[src/rtl/memory_arbiter.sv]
// Round-robin arbiter sharing one MemoryInterface command port between the fetch (f)
// and load/store (d) requesters, with a per-transaction hung-interface timeout.
module memory_arbiter #(
   parameter logic [3:0] CMD_NOP        = 4'd0,
   parameter int         TIMEOUT_CYCLES = 255
) (
   input  logic        clock,
   input  logic        reset,
   input  logic        fReq,
   input  logic [3:0]  fCommand,
   input  logic [31:0] fAddress,
   input  logic [31:0] fWData,
   output logic        fDone,
   output logic [31:0] fData,
   output logic        fFault,
   input  logic        dReq,
   input  logic [3:0]  dCommand,
   input  logic [31:0] dAddress,
   input  logic [31:0] dWData,
   output logic        dDone,
   output logic [31:0] dData,
   output logic        dFault,
   output logic [3:0]  cCommand,
   output logic [31:0] cAddress,
   output logic [31:0] cData,
   input  logic        hReady,
   input  logic        hSignal,
   input  logic [31:0] hData,
   output logic        busy
);

   typedef enum logic [1:0] {
      IDLE  = 2'd0,
      ISSUE = 2'd1,
      DONE  = 2'd2
   } state_t;

   // Counter only has to reach TIMEOUT_CYCLES-1; it saturates at all-ones otherwise.
   localparam int CW = (TIMEOUT_CYCLES > 2) ? $clog2(TIMEOUT_CYCLES) : 1;
   localparam logic [CW-1:0] TIMEOUT_LAST = CW'((TIMEOUT_CYCLES > 0) ? TIMEOUT_CYCLES - 1 : 0);

   state_t        state_reg, state_next;
   logic          grant_reg, grant_next;          // 0 = f, 1 = d
   logic          last_grant_reg, last_grant_next;
   logic [3:0]    ccmd_reg, ccmd_next;
   logic [31:0]   caddr_reg, caddr_next;
   logic [31:0]   cdata_reg, cdata_next;
   logic [CW-1:0] count_reg, count_next;

   logic          sel;
   logic          result_we;
   logic [31:0]   result_data;
   logic          result_fault;

   logic [1:0]    done_vec;
   logic [1:0]    fault_vec;
   logic [63:0]   data_vec;

   always_comb begin
      state_next      = state_reg;
      grant_next      = grant_reg;
      last_grant_next = last_grant_reg;
      ccmd_next       = ccmd_reg;
      caddr_next      = caddr_reg;
      cdata_next      = cdata_reg;
      count_next      = count_reg;
      sel             = 1'b0;
      result_we       = 1'b0;
      result_data     = '0;
      result_fault    = 1'b0;

      case (state_reg)
         IDLE: begin
            if (fReq || dReq) begin
               // On a tie the requester that did not win last time is served.
               sel             = (fReq && dReq) ? ~last_grant_reg : dReq;
               grant_next      = sel;
               last_grant_next = sel;
               ccmd_next       = sel ? dCommand : fCommand;
               caddr_next      = sel ? dAddress : fAddress;
               cdata_next      = sel ? dWData   : fWData;
               count_next      = '0;
               if (ccmd_next == CMD_NOP) begin
                  state_next = DONE;
                  result_we  = 1'b1;
               end else begin
                  state_next = ISSUE;
               end
            end
         end
         ISSUE: begin
            if (hReady) begin
               result_we    = 1'b1;
               result_data  = hData;
               result_fault = hSignal;
               state_next   = DONE;
               ccmd_next    = CMD_NOP;
            end else if ((TIMEOUT_CYCLES != 0) && (count_reg == TIMEOUT_LAST)) begin
               result_we    = 1'b1;
               result_fault = 1'b1;
               state_next   = DONE;
               ccmd_next    = CMD_NOP;
            end else if (count_reg != {CW{1'b1}}) begin
               count_next = count_reg + CW'(1);
            end
         end
         DONE: begin
            state_next = IDLE;
         end
         default: begin
            state_next = IDLE;
            ccmd_next  = CMD_NOP;
         end
      endcase
   end

   always_ff @(posedge clock) begin
      if (!reset) begin
         state_reg      <= IDLE;
         grant_reg      <= 1'b0;
         last_grant_reg <= 1'b0;
         ccmd_reg       <= CMD_NOP;
         caddr_reg      <= '0;
         cdata_reg      <= '0;
         count_reg      <= '0;
      end else begin
         state_reg      <= state_next;
         grant_reg      <= grant_next;
         last_grant_reg <= last_grant_next;
         ccmd_reg       <= ccmd_next;
         caddr_reg      <= caddr_next;
         cdata_reg      <= cdata_next;
         count_reg      <= count_next;
      end
   end

   // Per-requester result registers; each holds until its own next completion.
   genvar gi;
   generate
      for (gi = 0; gi < 2; gi++) begin : g_result
         localparam logic IDX = (gi == 1);
         logic [31:0] data_reg;
         logic        fault_reg;

         always_ff @(posedge clock) begin
            if (!reset) begin
               data_reg  <= '0;
               fault_reg <= 1'b0;
            end else if (result_we && (grant_next == IDX)) begin
               data_reg  <= result_data;
               fault_reg <= result_fault;
            end
         end

         assign done_vec[gi]            = (state_reg == DONE) && (grant_reg == IDX);
         assign fault_vec[gi]           = fault_reg;
         assign data_vec[gi*32 +: 32]   = data_reg;
      end
   endgenerate

   assign fDone    = done_vec[0];
   assign dDone    = done_vec[1];
   assign fFault   = fault_vec[0];
   assign dFault   = fault_vec[1];
   assign fData    = data_vec[31:0];
   assign dData    = data_vec[63:32];
   assign cCommand = ccmd_reg;
   assign cAddress = caddr_reg;
   assign cData    = cdata_reg;
   assign busy     = (state_reg != IDLE);

endmodule
[config.mk]
export PLATFORM = sky130hd
export DESIGN_NAME = memory_arbiter
export DESIGN_NICKNAME = d
export VERILOG_FILES = /design/src/rtl/memory_arbiter.sv
export SDC_FILE = /design/constraint.sdc
export NUM_CORES = 1
export LEC_CHECK = 0
export CORE_AREA = 2 2 90 178
export CTS_BUF_LIST = sky130_fd_sc_hd__clkbuf_4 sky130_fd_sc_hd__clkbuf_8
export DETAILED_ROUTE_END_ITERATION = 10
export DIE_AREA = 0 0 92 180
export PLACE_DENSITY_LB_ADDON = 0.12
export SYNTH_ARGS = -nofsm -noshare
export SYNTH_HDL_FRONTEND = slang
export SYNTH_SLANG_ARGS = --single-unit
[constraint.sdc]
create_clock -name clock -period 2.1 [get_ports clock]
set_input_delay 0.42 -clock clock [delete_from_list [all_inputs] [get_ports clock]]
set_output_delay 0.42 -clock clock [all_outputs]
set_load 0.01 [all_outputs]
==> run metrics, run 1 <==
status finished clean; fillcell total 1,252; nets 1,139; most common cell after layout, fill and taps aside clkdlybuf4s50_1; Placed Cells 1,142; Worst-Margin Slew 0.670 ns; row cnt 64; Async SR Flop Fraction 0%; GPL Wtd Cong 0.955; Initial Utilization 41.0%; Pleak 4.25 nW; Seq/Total Area, Yosys 46.9%; critical path's slowest cell clkdlybuf4s50_1; minimum clock period 2.01 ns; antenna violations before repair 0; final hold viol count 0; Sinks on Clock Net 146; Post-CTS Setup Repair Bufs 0; Reg2Reg Depth 8; CTS Buf Count 17; Hold EP state_reg[1]$_SDFFE_PN0P_; antenna fix cells 0; IO Pins 311; IO buf count 310; Worst R2R Setup Slack 0.34 ns; Root Driver clkbuf_8; DR DRC count 0; Detailed Place HPWL 16,300 um; Die Span Y 180 um; DR vias/cell 5.02; Area after DPL 9700 sq um; Worst path max stage delay 0.54 ns; cell area after synthesis 6240 sq um; pre-CTS setup slack -0.175 ns; CTS tree done; most frequent cells in the layout clkdlybuf4s50_1 (307), dfxtp_1 (144), mux2i_1 (132); mux share of post-synthesis cell area 21.4%; Synth Instances 643; Mapped Avg Cell Area 9.70 sq um; Setup crit end kind output pin; via count 5,899; worst min-delay path class input port to flop; Max-slew headroom 55.3%; sequential cell area 2930 sq um; Yosys reg bits 146; Core Footprint 15,200 sq um; RSZ-0062 raised after global routing false; total power 7.14 mW; Distinct cells, synth 46; R2R Path Start count_reg[0]$_SDFFE_PN0P_; Hold Path Depth 3; Final Slew Violations 0; Overflow after GRT 0; Worst setup SP type flop; MaxCap Viol Count 0; CTS H-tree depth 4; Fmax achieved 497 MHz; Final ANT Viol Nets 0; complex-gate fraction of the synthesized area 10.9%; clk_skew 0.0179 ns; all-layer global routing usage 24.8%; Layout Cell Area excl Fill 10,100 sq um; WP data required 1.68 ns; period utilization 95.9%; post-synthesis adder-cell area fraction 0.401%; Hold Startpoint reset; pin count of the biggest net entering global routing 67; Post-Layout Cell Count 1,174; DRT Pass-1 Iters 5; PwrDens 705 nW/um^2; Yosys warning count 0; crit path kind flop to output pin; peak supply drop 506 uV; crit-path cells and3b_1 -> clkdlybuf4s50_1; share of post-route cells with drive strength above 1 9.02%; vias in the first global route 6,182; DRT iter0 DRCs 137; R2R Path End dData[10]$_SDFFE_PN0P_; WL final 20,900 um; Worst path top cell family by delay buffers and inverters; largest family of logic cells by synthesized area multiplexers; Post-synth EDFFs 0; WP buf/inv 1; Clock Latency Late Sink 0.44 ns; first-pass GRT wire length 32,300 um; xor and xnor area share after synthesis 0.702%; Multi-input gate area 3010 sq um; Mapped Nets 819; Worst-path clk slew 0.07 ns; final setup TNS 0 ns; chip width 92 um; simple-gate share of the synthesized area 14.4%; worst hold margin 0.306 ns; Final Setup Violations 0; fin util 66.6%; worst path arrival time 1.59 ns; die area 16,600 sq um; CTS Buffer Depth 2; Primary FF master, synth dfxtp_1; area grow syn2layout 62.4%; Max Fanout on Critical Path 8; average wire per standard cell 17.8 um; final worst slack 0.0863 ns
## logic make-up after synthesis
kind of cell,after synthesis
adder cells (fa/ha/maj),2
AO/OA/AOI/OAI,89
flip-flops,146
multiplexers,133
AND/OR/NAND/NOR,215
buffers and inverters,53
XOR/XNOR,5
## tightest hold or removal path, stage by stage
cell     delay (ns)
buf_2          0.15
o21ai_1        0.08
nor2_1         0.05
## power breakdown
part	switching [mW]	total [mW]	internal (mW)
registers	0.115	3.08	2.96
clock network	1.15	2.28	1.13
logic	0.785	1.78	0.993
total	2.05	7.14	5.09
## synth_stat cells, drive strengths merged (2+ instances only)
master,n,area [sq um]
a211oi,65,493
a21oi,4,20.0
a22o,2,26.3
a22oi,2,20.0
a31oi,4,25.0
a32o,2,20.0
buf,25,226
clkbuf,25,93.8
dfxtp,146,2920
ha,2,25.0
inv,3,11.3
mux2i,132,1320
nand2,108,438
nand3,3,20.0
nand4,3,18.8
nor2,85,322
nor3,4,20.0
nor4,4,25.0
o21ai,4,20.0
or3,2,12.5
xnor2,3,26.3
xor2,2,17.5
## worst max path at each step
stage,start,to,cells after the start
6_report,state_reg[1]$_SDFFE_PN0P_,dDone,2
5_1_grt,state_reg[1]$_SDFFE_PN0P_,dDone,2
4_1_cts,state_reg[0]$_SDFFE_PN0P_,busy,3
3_5_place_dp,fReq,fData[9]$_SDFFE_PN0P_,7
3_3_place_gp,dCommand[2],dFault$_SDFFE_PN0P_,7
2_1_floorplan,dReq,dData[10]$_SDFFE_PN0P_,7
## metal layers
layer | wire length, um | vias to the layer above | part of all wire (%) | GRT usage [%]
li1 | - | 2892 | - | -
met1 | 7050 | 2713 | 34 | 23.4
met2 | 11600 | 263 | 56 | 48.2
met3 | 1730 | 31 | 8.3 | 7.75
met4 | 515 | 0 | 2.5 | 9.67
met5 | 0 | - | 0 | 0
## area by class of cell
| cell class | instances | share of cell area, % |
|---|---|---|
| Multi-Input combinational cell | 444 | 29.7 |
| Tap cell | 198 | 2.45 |
| Clock buffer | 18 | 2.45 |
| Sequential cell | 146 | 28.9 |
| Clock inverter | 14 | 1.64 |
| Inverter | 3 | 0.111 |
| Timing Repair Buffer | 351 | 34.8 |
## what timing repair did
item                       CTS  global route
pin swaps                    0             0
hold buffers                 0             0
setup endpoints to repair    3             1
resized for setup            4             2
Power figures use the tool's default switching activity.
==> run 2, diff against run 1 <==
Clock period 2.1 ns to 2.07 ns, I/O delays scaled along.
==> run 2 against run 1 <==
Net effect:
- critical path depth grew 5
- utilization is essentially flat
- sequential share of layout area is essentially flat
- wire length shrank 1.7%
- clock-buffer cell count is the same
- clock power shrank 3%
- via count shrank 0.83%
- clock skew shrank 0.0031 ns
- sequential power grew 2%
- hold slack lost 0.0047 ns
- critical path type is now input port to flop
==> run metrics, run 2 (synthesis results as in run 1) <==
Sw Share 29.3%; first-pass GRT wire length 31,800 um; DRT Pass-1 Iters 4; IO buf count 310; Sinks on Clock Net 146; Pleak 4.26 nW; most common cell after layout, fill and taps aside clkdlybuf4s50_1; Overflow after GRT 0; CTS H-tree depth 4; Final Slew Violations 0; Root Driver clkbuf_8; chip width 92 um; die area 16,600 sq um; clk_skew 0.0148 ns; Fmax achieved 537 MHz; vias in the first global route 6,099; area grow syn2layout 62.4%; WL final 20,600 um; Clock Latency Late Sink 0.43 ns; worst path arrival time 2.22 ns; Worst-Margin Slew 0.349 ns; status finished clean; Internal Pwr Total 5.04 mW; Worst-path clk slew 0.09 ns; most frequent cells in the layout clkdlybuf4s50_1 (306), dfxtp_1 (144), mux2i_1 (132); Switch Pwr 2.09 mW; peak supply drop 504 uV; Setup crit end kind flop; sequential cell area 2930 sq um; crit path kind input port to flop; final setup TNS 0 ns; antenna fix cells 0; all-layer global routing usage 24.3%; power share of the sequential group 43.9%; DRT iter0 DRCs 151; WP data required 2.43 ns; Die Span Y 180 um; Max-slew headroom 76.5%; antenna violations before repair 0; period utilization 90.0%; pin count of the biggest net entering global routing 68; share of post-route cells with drive strength above 1 9.12%; Core Footprint 15,200 sq um; worst hold margin 0.301 ns; total power 7.12 mW; clock power share 31.0%; worst min-delay path class input port to flop; CTS Buf Count 17; CTS tree done; Worst path max stage delay 0.49 ns; DR DRC count 0; RSZ-0062 raised after global routing false; Worst setup SP type input port; Detailed Place HPWL 15,900 um; final hold viol count 0; crit-path cells clkdlybuf4s50_1 -> a21boi_4 -> mux2_4 -> a22o_4 -> nand2_8 -> buf_12 -> mux2i_1; minimum clock period 1.86 ns; Final Setup Violations 0; DR vias/cell 4.98; average wire per standard cell 17.5 um; row cnt 64; nets 1,139; PwrDens 703 nW/um^2; Final ANT Viol Nets 0; Initial Utilization 41.0%; CTS Buffer Depth 2; Logic pwr share 25.1%; GPL Wtd Cong 0.822; via count 5,850; IO Pins 311; fillcell total 1,254; MaxCap Viol Count 0; Multi-input gate area 3010 sq um; critical path's slowest cell clkdlybuf4s50_1; Max Fanout on Critical Path 10
run 2: cell count changes in the layout (fill, tap and decap cells not counted), sizes merged:
cell           before  now
bufinv              2    1
clkdlybuf4s50     307  306
clkinv              3    4
dlymetal6s2s        1    2
run 2: path summary, 6_finish.rpt:
kind	start	endpoint	slack, ns	cells past startpoint
worst max-delay path	dReq	fData[13]$_SDFFE_PN0P_	0.21	7
worst min-delay path	reset	state_reg[1]$_SDFFE_PN0P_	0.30	3
worst max register to register	count_reg[0]$_SDFFE_PN0P_	fData[13]$_SDFFE_PN0P_	0.27	8
worst min register to register	fData[9]$_SDFFE_PN0P_	fData[9]$_SDFFE_PN0P_	0.46	2
run 2: area by class of cell:
class                           count  share of cell area [%]
Timing Repair Buffer              351                    34.9
Tap cell                          198                    2.45
Clock inverter                     14                    1.43
Inverter                            3                   0.111
Sequential cell                   146                    28.9
Clock buffer                       18                    2.45
Multi-Input combinational cell    444                    29.7
run 2: per-layer routing:
| layer | global-route usage, % | part of all wire (%) | vias to the layer above |
|---|---|---|---|
| li1 | - | - | 2886 |
| met1 | 24.0 | 35 | 2684 |
| met2 | 46.4 | 54 | 247 |
| met3 | 6.41 | 7.6 | 33 |
| met4 | 10.3 | 3.0 | 0 |
| met5 | 0 | 0 | - |
run 2: what timing repair did:
action | 4_1_cts | 5_1_grt
gates resized for setup | 7 | 2
hold buffers | 0 | 0
endpoints found under the setup margin | 3 | 2
buffers inserted | 0 | 0
run 2: power groups by stage:
stage / combinational, mW / sequential [mW] / clock, mW
after global placement: 1.76 / 3.18 / 0
after detailed placement: 1.79 / 3.19 / 0
after floorplan: 0.734 / 3.26 / 0
after global routing: 1.92 / 3.15 / 2.40
after CTS: 1.80 / 3.13 / 2.27
final: 1.79 / 3.13 / 2.21
run 2: per-stage QoR:
step	cells	worst slack (ns)	utilization, %	area [sq um]
6_report	1174	0.208	66.6	10100
5_1_grt	1174	0.151	66.6	10100
4_1_cts	1174	0.0217	66.5	10100
3_5_place_dp	1142	-0.221	63.8	9710
3_3_place_gp	1142	-0.174	63.8	9710
2_1_floorplan	643	0.305	-	6240
run 2: critical path: cells and delay by family:
kind	cells	cell delay, ns
and+or+nand+nor	1	0.13
buffers and inverters	2	0.64
muxes	2	0.56
AOI/OAI and AO/OA	2	0.48
==> run 3, diff against run 2 <==
Settings changed: CAP_MARGIN set to 20, SKIP_CTS_REPAIR_TIMING set to 1.
==> run 3 against run 2 <==
Net effect:
- critical path depth stayed put
- clock power hardly changed
- power hardly changed
- utilization hardly changed
- die area stayed put
- final area hardly changed
- clock-buffer cell count stayed put
- register-to-register slack hardly changed
- worst setup slack better by 0.0021 ns
- combinational power hardly changed
- sequential power hardly changed
- wire length is 0.28% lower
- critical path type unchanged
- largest cell class unchanged
- largest power group unchanged
==> run metrics, run 3 (synthesis results as in run 1) <==
Max Fanout on Critical Path 10; R2R Path Start count_reg[0]$_SDFFE_PN0P_; most frequent cells in the layout clkdlybuf4s50_1 (306), dfxtp_1 (144), mux2i_1 (132); RSZ-0062 raised after global routing false; pin count of the biggest net entering global routing 68; CTS tree done; Setup crit end fData[13]$_SDFFE_PN0P_; Sinks on Clock Net 146; status finished clean; Core Footprint 15,200 sq um; Clock Latency Late Sink 0.43 ns; crit path launch dReq; CTS Buffer Depth 2; CTS H-tree depth 4; Setup crit end kind flop; all-layer global routing usage 24.2%; IO buf count 310; vias in the first global route 6,073; minimum clock period 1.86 ns; pre-CTS setup slack -0.221 ns; Worst R2R Setup Slack 0.28 ns; IO Pins 311; antenna violations before repair 0; Worst path top cell family by delay buffers and inverters; Overflow after GRT 0; worst min-delay path class input port to flop; worst path arrival time 2.22 ns; Pleak 4.27 nW; WP buf/inv 2; final worst slack 0.210 ns; Initial Utilization 41.0%; crit-path cells clkdlybuf4s50_1 -> a21boi_4 -> mux2_4 -> a22o_4 -> nand2_8 -> buf_12 -> mux2i_1; Reg2Reg Depth 8; DR vias/cell 4.98; CTS Buf Count 17; PwrDens 703 nW/um^2; DR DRC count 0; via count 5,846; Worst path depth 7; GPL Wtd Cong 0.822; area grow syn2layout 62.5%; final hold viol count 0; clk_skew 0.0148 ns; average wire per standard cell 17.5 um; Root Driver clkbuf_8; Max-slew headroom 76.5%; WL final 20,500 um; row cnt 64; most common cell after layout, fill and taps aside clkdlybuf4s50_1; final setup TNS 0 ns; MaxCap Viol Count 0; Final Setup Violations 0; peak supply drop 505 uV; Worst setup SP type input port; Final Slew Violations 0; Final ANT Viol Nets 0; DRT iter0 DRCs 155; Worst-path clk slew 0.09 ns; crit path kind input port to flop; share of post-route cells with drive strength above 1 9.12%; die area 16,600 sq um; Worst-Margin Slew 0.349 ns; critical path's slowest cell clkdlybuf4s50_1; DRT Pass-1 Iters 5; chip width 92 um; total power 7.12 mW; nets 1,139; R2R Path End fData[13]$_SDFFE_PN0P_; Die Span Y 180 um; first-pass GRT wire length 31,700 um; Worst path max stage delay 0.49 ns; Fmax achieved 538 MHz; Detailed Place HPWL 15,900 um; antenna fix cells 0; WP data required 2.43 ns; period utilization 89.9%
==> run 3: cell types whose count changed in the layout (fill, tap and decap cells not counted) <==
cell            before  now
dlymetal6s2s_1       2    3
dlygate4sd2_1        1    0
==> run 3: power breakdown <==
part | switching [mW] | internal, mW | leakage [nW]
registers | 0.118 | 3.01 | 1.20
clock network | 1.18 | 1.03 | 0.196
logic | 0.785 | 1.00 | 2.88
total | 2.08 | 5.04 | 4.27
==> run 3: area by class of cell <==
cell class | count | area, sq um
fillers | 1250 | 5080
repair buffers | 351 | 3540
multi-input cells | 444 | 3010
flip-flops and latches | 146 | 2930
clock buffers | 18 | 248
well taps | 198 | 248
clock inverters | 14 | 145
inverters | 3 | 11.3
==> run 3: tightest hold or removal path, stage by stage <==
cell and delay [ns]:
buf_2 0.14, o21ai_1 0.09, nor2_1 0.05
==> run 3: worst min-delay path by stage <==
stage | start | end | slack [ns] | depth (start not counted)
6_report | reset | state_reg[1]$_SDFFE_PN0P_ | 0.30 | 3
5_1_grt | reset | state_reg[1]$_SDFFE_PN0P_ | 0.32 | 3
4_1_cts | reset | state_reg[1]$_SDFFE_PN0P_ | 0.27 | 3
3_5_place_dp | fData[9]$_SDFFE_PN0P_ | fData[9]$_SDFFE_PN0P_ | 0.45 | 2
3_3_place_gp | dData[2]$_SDFFE_PN0P_ | dData[2]$_SDFFE_PN0P_ | 0.45 | 2
2_1_floorplan | count_reg[1]$_SDFFE_PN0P_ | count_reg[1]$_SDFFE_PN0P_ | 0.47 | 2
==> run 3: per-layer routing <==
layer / vias to the layer above / GRT usage (%) / wire [um]
met4: 0 / 10.3 / 661
met2: 258 / 46.0 / 11200
li1: 2881 / - / -
met3: 37 / 6.41 / 1560
met1: 2670 / 24.0 / 7100
met5: - / 0 / 0
==> run 3: per-stage QoR <==
step	hold WS, ns	instances	area [sq um]	utilization (%)
5_1_grt	0.320	1174	10100	66.6
3_5_place_dp	0.453	1142	9710	63.8
3_3_place_gp	0.446	1142	9710	63.8
4_1_cts	0.270	1174	10100	66.4
2_1_floorplan	0.465	643	6240	-
6_report	0.304	1174	10100	66.6
==> variant 1, RTL diff (flow settings as in run 3) <==
`TIMEOUT_CYCLES`: 255 -> 510.
--- a/src/rtl/memory_arbiter.sv
+++ b/src/rtl/memory_arbiter.sv
@@ -3,5 +3,5 @@
 module memory_arbiter #(
    parameter logic [3:0] CMD_NOP        = 4'd0,
-   parameter int         TIMEOUT_CYCLES = 255
+   parameter int         TIMEOUT_CYCLES = 510
 ) (
    input  logic        clock,
Check against the original RTL: no difference found for any inputs over 4 cycles, from zero or initial values and one cycle with reset low; that may be too few to reach the edited logic, so the function may still have changed.
==> variant 1 against run 3 <==
  * Critical path type is now flop to output port
  * Die area did not move
  * Combinational power is 11% lower
  * Power grew 5.7%
  * Worst setup slack lost 0.13 ns
  * Final area up 0.11%
  * Largest power group unchanged
  * Wire length down 6.7%
  * Critical path depth fell by 5
  * Sequential cell count grew 1
  * Area after synthesis down 1.2%
==> variant 1: results (changes against run 3) <==
----------------------------------------------------
[Detailed routing]
  Total length of routed met3 wires ... 1.50 mm (-4.2%)
  Initial DRC Count ... 118 (-24%)
  Total routed wirelength ... 19.1 mm (-6.7%)
  Routed met1 length ... 6.76 mm (-4.9%)

[Layout]
  Fin cells ... 1,158 (-1.4%)
  Share of final layout cell area taken by clock buffers and inverters ... 5.05% (+1.2 points)
  Clock buffers ... 24 (+6)
  Number of inserted filler cells in the final layout ... 1,212 (-3.0%)

[STA]
  Rel. slew slack ... 53.2% (-23 points)
  Setup Skew ... 0.0135 ns (-0.00136 ns)

[Power and ir drop]
  Maximum vdd ir drop ... 0.447 mV (-11%)
  Power density over cell area ... 742 mW/mm^2 (+5.5%)

[Logic synthesis]
  Multiplexer share of the synthesized area ... 21.6% (+0.18 points)
  Top post-synthesis cells by area ... sky130_fd_sc_hd__dfxtp_1 48%, sky130_fd_sc_hd__mux2i_1 22%, sky130_fd_sc_hd__a211oi_1 7.9%, sky130_fd_sc_hd__nand2_1 6.2%, sky130_fd_sc_hd__nor2_1 4.9%
  Net count after synthesis ... 818 (-0.12%)
  Compound-gate portion of the synthesized area ... 10.6% (-0.29 points)
  Synth unique cells ... 37 (-20%)
  Synth top cells by count ... 147 x sky130_fd_sc_hd__dfxtp_1, 133 x sky130_fd_sc_hd__mux2i_1, 101 x sky130_fd_sc_hd__nand2_1, 80 x sky130_fd_sc_hd__nor2_1, 65 x sky130_fd_sc_hd__a211oi_1

[Run status]
  Status ... finished clean

[Place]
  Placed wire-length estimate after detailed placement ... 14.7 mm (-7.6%)

[Global route]
  Maximum number of pins on one net before global-route repair ... 70 (+2.9%)
  Global-route track usage on met3 ... 8.05% (+1.6 points)
  Global-route usage over all layers ... 23.0% (-1.2 points)

[CTS]
  Sinks on Clock Net ... 147 (+0.68%)
  Clk slew on worst S/H paths ... 0.07 ns (-0.02 ns)

[Worst setup path]
  Cells on worst reg2reg path ... 9 (+1)

----------------------------------------------------
[variant 1: final timing paths]
check	from	end	slack, ns
max	state_reg[1]	dDone	0.08
min	reset	state_reg[1]	0.31
min reg2reg	dData[10]	dData[10]	0.46
max reg2reg	count_reg[4]	count_reg[7]	0.11
[variant 1: kinds of logic (layout without fill, tap and decap cells)]
family	after synthesis	after routing
fa+ha+maj	3	3
compound gates	85	85
mux	133	133
xor+xnor	6	6
flops	147	147
buf+inv	56	375
simple gates	211	211
[variant 1: report_power, final]
part / switching, uW / internal [uW]
Clock: 1050 / 1750
Sequential: 109 / 3010
Combinational: 699 / 903
Total: 1860 / 5660
[variant 1: worst max-delay path: stages (launching register included)]
cell                              delay [ns]
sky130_fd_sc_hd__dfxtp_2                0.41
sky130_fd_sc_hd__and3b_1                0.17
sky130_fd_sc_hd__clkdlybuf4s50_1        0.55
==> variant 2, RTL diff (config.mk and constraints of run 3) <==
Made on the original files. Take the reset off `cdata_reg` and load it in a clocked block of its own.
--- a/src/rtl/memory_arbiter.sv
+++ b/src/rtl/memory_arbiter.sv
@@ -122,5 +122,4 @@
          ccmd_reg       <= CMD_NOP;
          caddr_reg      <= '0;
-         cdata_reg      <= '0;
          count_reg      <= '0;
       end else begin
@@ -130,7 +129,10 @@
          ccmd_reg       <= ccmd_next;
          caddr_reg      <= caddr_next;
-         cdata_reg      <= cdata_next;
          count_reg      <= count_next;
       end
+   end
+
+   always_ff @(posedge clock) begin
+      cdata_reg <= cdata_next;
    end
 
Behaviour: not the same (Yosys sat finds a counterexample within 4 cycles, from zero or initial values and one cycle with reset low).
==> variant 2 against run 3 <==
  * Combinational power shrank 11%
  * Sequential power grew 3%
  * Register-to-register slack lost 0.14 ns
  * Sequential cell count is the same
  * Clock power shrank 8%
  * Area after synthesis shrank 3.0%
  * Global-route usage shrank 1.3 points
  * Power shrank 3.7%
  * Wire length shrank 6.5%
  * Worst setup slack lost 0.11 ns
  * Final area shrank 2.2%
  * Clock skew shrank 0.0029 ns
  * Critical path type is now flop to output port
==> variant 2: results (changes against run 3) <==
----------------------------------------------------
[Run status]
  Status ... finished clean

[Place]
  Pre-CTS WS ... -0.320 ns (-0.0999 ns)
  Cell area after placement ... 0.00954 mm^2 (-1.8%)

[Hold path]
  Cell count of the worst hold path ... 2 (-1)
  Endpoint of the worst hold-timing path ... fFault

[Layout]
  Sequential cell area share ... 32.7% (+3.8 points)
  Number of inserted filler cells in the final layout ... 1,212 (-3.0%)
  Inverter count of the layout excluding clock inverters ... 5 (+2)
  Fin util ... 65.1% (-1.4 points)
  Share of final layout cell area taken by clock buffers and inverters ... 3.60% (-0.28 points)
  Number of nets in the finished design ... 1,068 (-6.2%)
  #MultiIn Comb ... 382 (-14%)

[Logic synthesis]
  Multiplexer share of the synthesized area ... 22.8% (+1.3 points)
  Adder-Cell Fraction of Synth Area ... 0.414% (+0.013 points)
  Xor and xnor area share after synthesis ... 0.724% (+0.022 points)
  Part of the Yosys area used for sequential elements ... 53.6% (+6.8 points)
  Compound-gate portion of the synthesized area ... 6.79% (-4.1 points)
  Synth unique cells ... 37 (-20%)

[Worst setup path]
  Delay of the slowest cell on the worst path ... 0.59 ns (+0.10 ns)
  Worst Setup EP ... busy
  Worst EP arrival ... 1.56 ns (-0.66 ns)
  Endpoint of the worst-slack reg-to-reg timing path ... dData[26]

[Global route]
  Initial antenna violation count ... 1 (+1)
  Wire length of the first global-routing pass ... 29.7 mm (-6.1%)
  Global-route usage over all layers ... 22.9% (-1.3 points)
  Routing usage on met1 ... 22.7% (-1.4 points)
  Maximum number of pins on one net before global-route repair ... 65 (-4.4%)

[STA]
  Minimum hold slack ... 0.310 ns (+0.00618 ns)
  Setup Skew ... 0.0120 ns (-0.00285 ns)
  Least-Margin Pin Slew ... 0.657 ns (+0.308 ns)

[Detailed routing]
  Number of iterations in the first detailed-routing pass ... 4 (-1)
  WL per Instance ... 17.4 um (-0.48%)
  Total length of routed met3 wires ... 1.51 mm (-3.3%)
  Initial DRC Count ... 111 (-28%)
  Met2 WL post-DR ... 10.4 mm (-7.0%)
  Routed met1 length ... 6.81 mm (-4.2%)
  Vias after detailed routing ... 5,320 (-9.0%)

[Power and ir drop]
  Comb. pwr ... 1600 uW (-11%)
  Leakage dissipation ... 0.00403 uW (-5.7%)

[CTS]
  Clk slew on worst S/H paths ... 0.07 ns (-0.02 ns)

----------------------------------------------------
## variant 2: changes by cell type after synthesis, moves of 7 or more
cell                              run 3  this run
sky130_fd_sc_hd__edfxtp_1             0        32
sky130_fd_sc_hd__nor2_1              84        52
sky130_fd_sc_hd__mux2i_1            132        97
sky130_fd_sc_hd__dfxtp_1            146       114
sky130_fd_sc_hd__a211oi_1            64        32
sky130_fd_sc_hd__o21ai_0              1         8
sky130_fd_sc_hd__mux2_2               0        36
## variant 2: worst register-to-register path, stage by stage, from the launching register on
cell and delay [ns]:
sky130_fd_sc_hd__dfxtp_1 0.34, sky130_fd_sc_hd__inv_1 0.04, sky130_fd_sc_hd__ha_1 0.20, sky130_fd_sc_hd__and4_1 0.24
sky130_fd_sc_hd__a41oi_1 0.29, sky130_fd_sc_hd__o22ai_2 0.14, sky130_fd_sc_hd__nand2_2 0.16, sky130_fd_sc_hd__buf_4 0.23
sky130_fd_sc_hd__mux2i_1 0.22
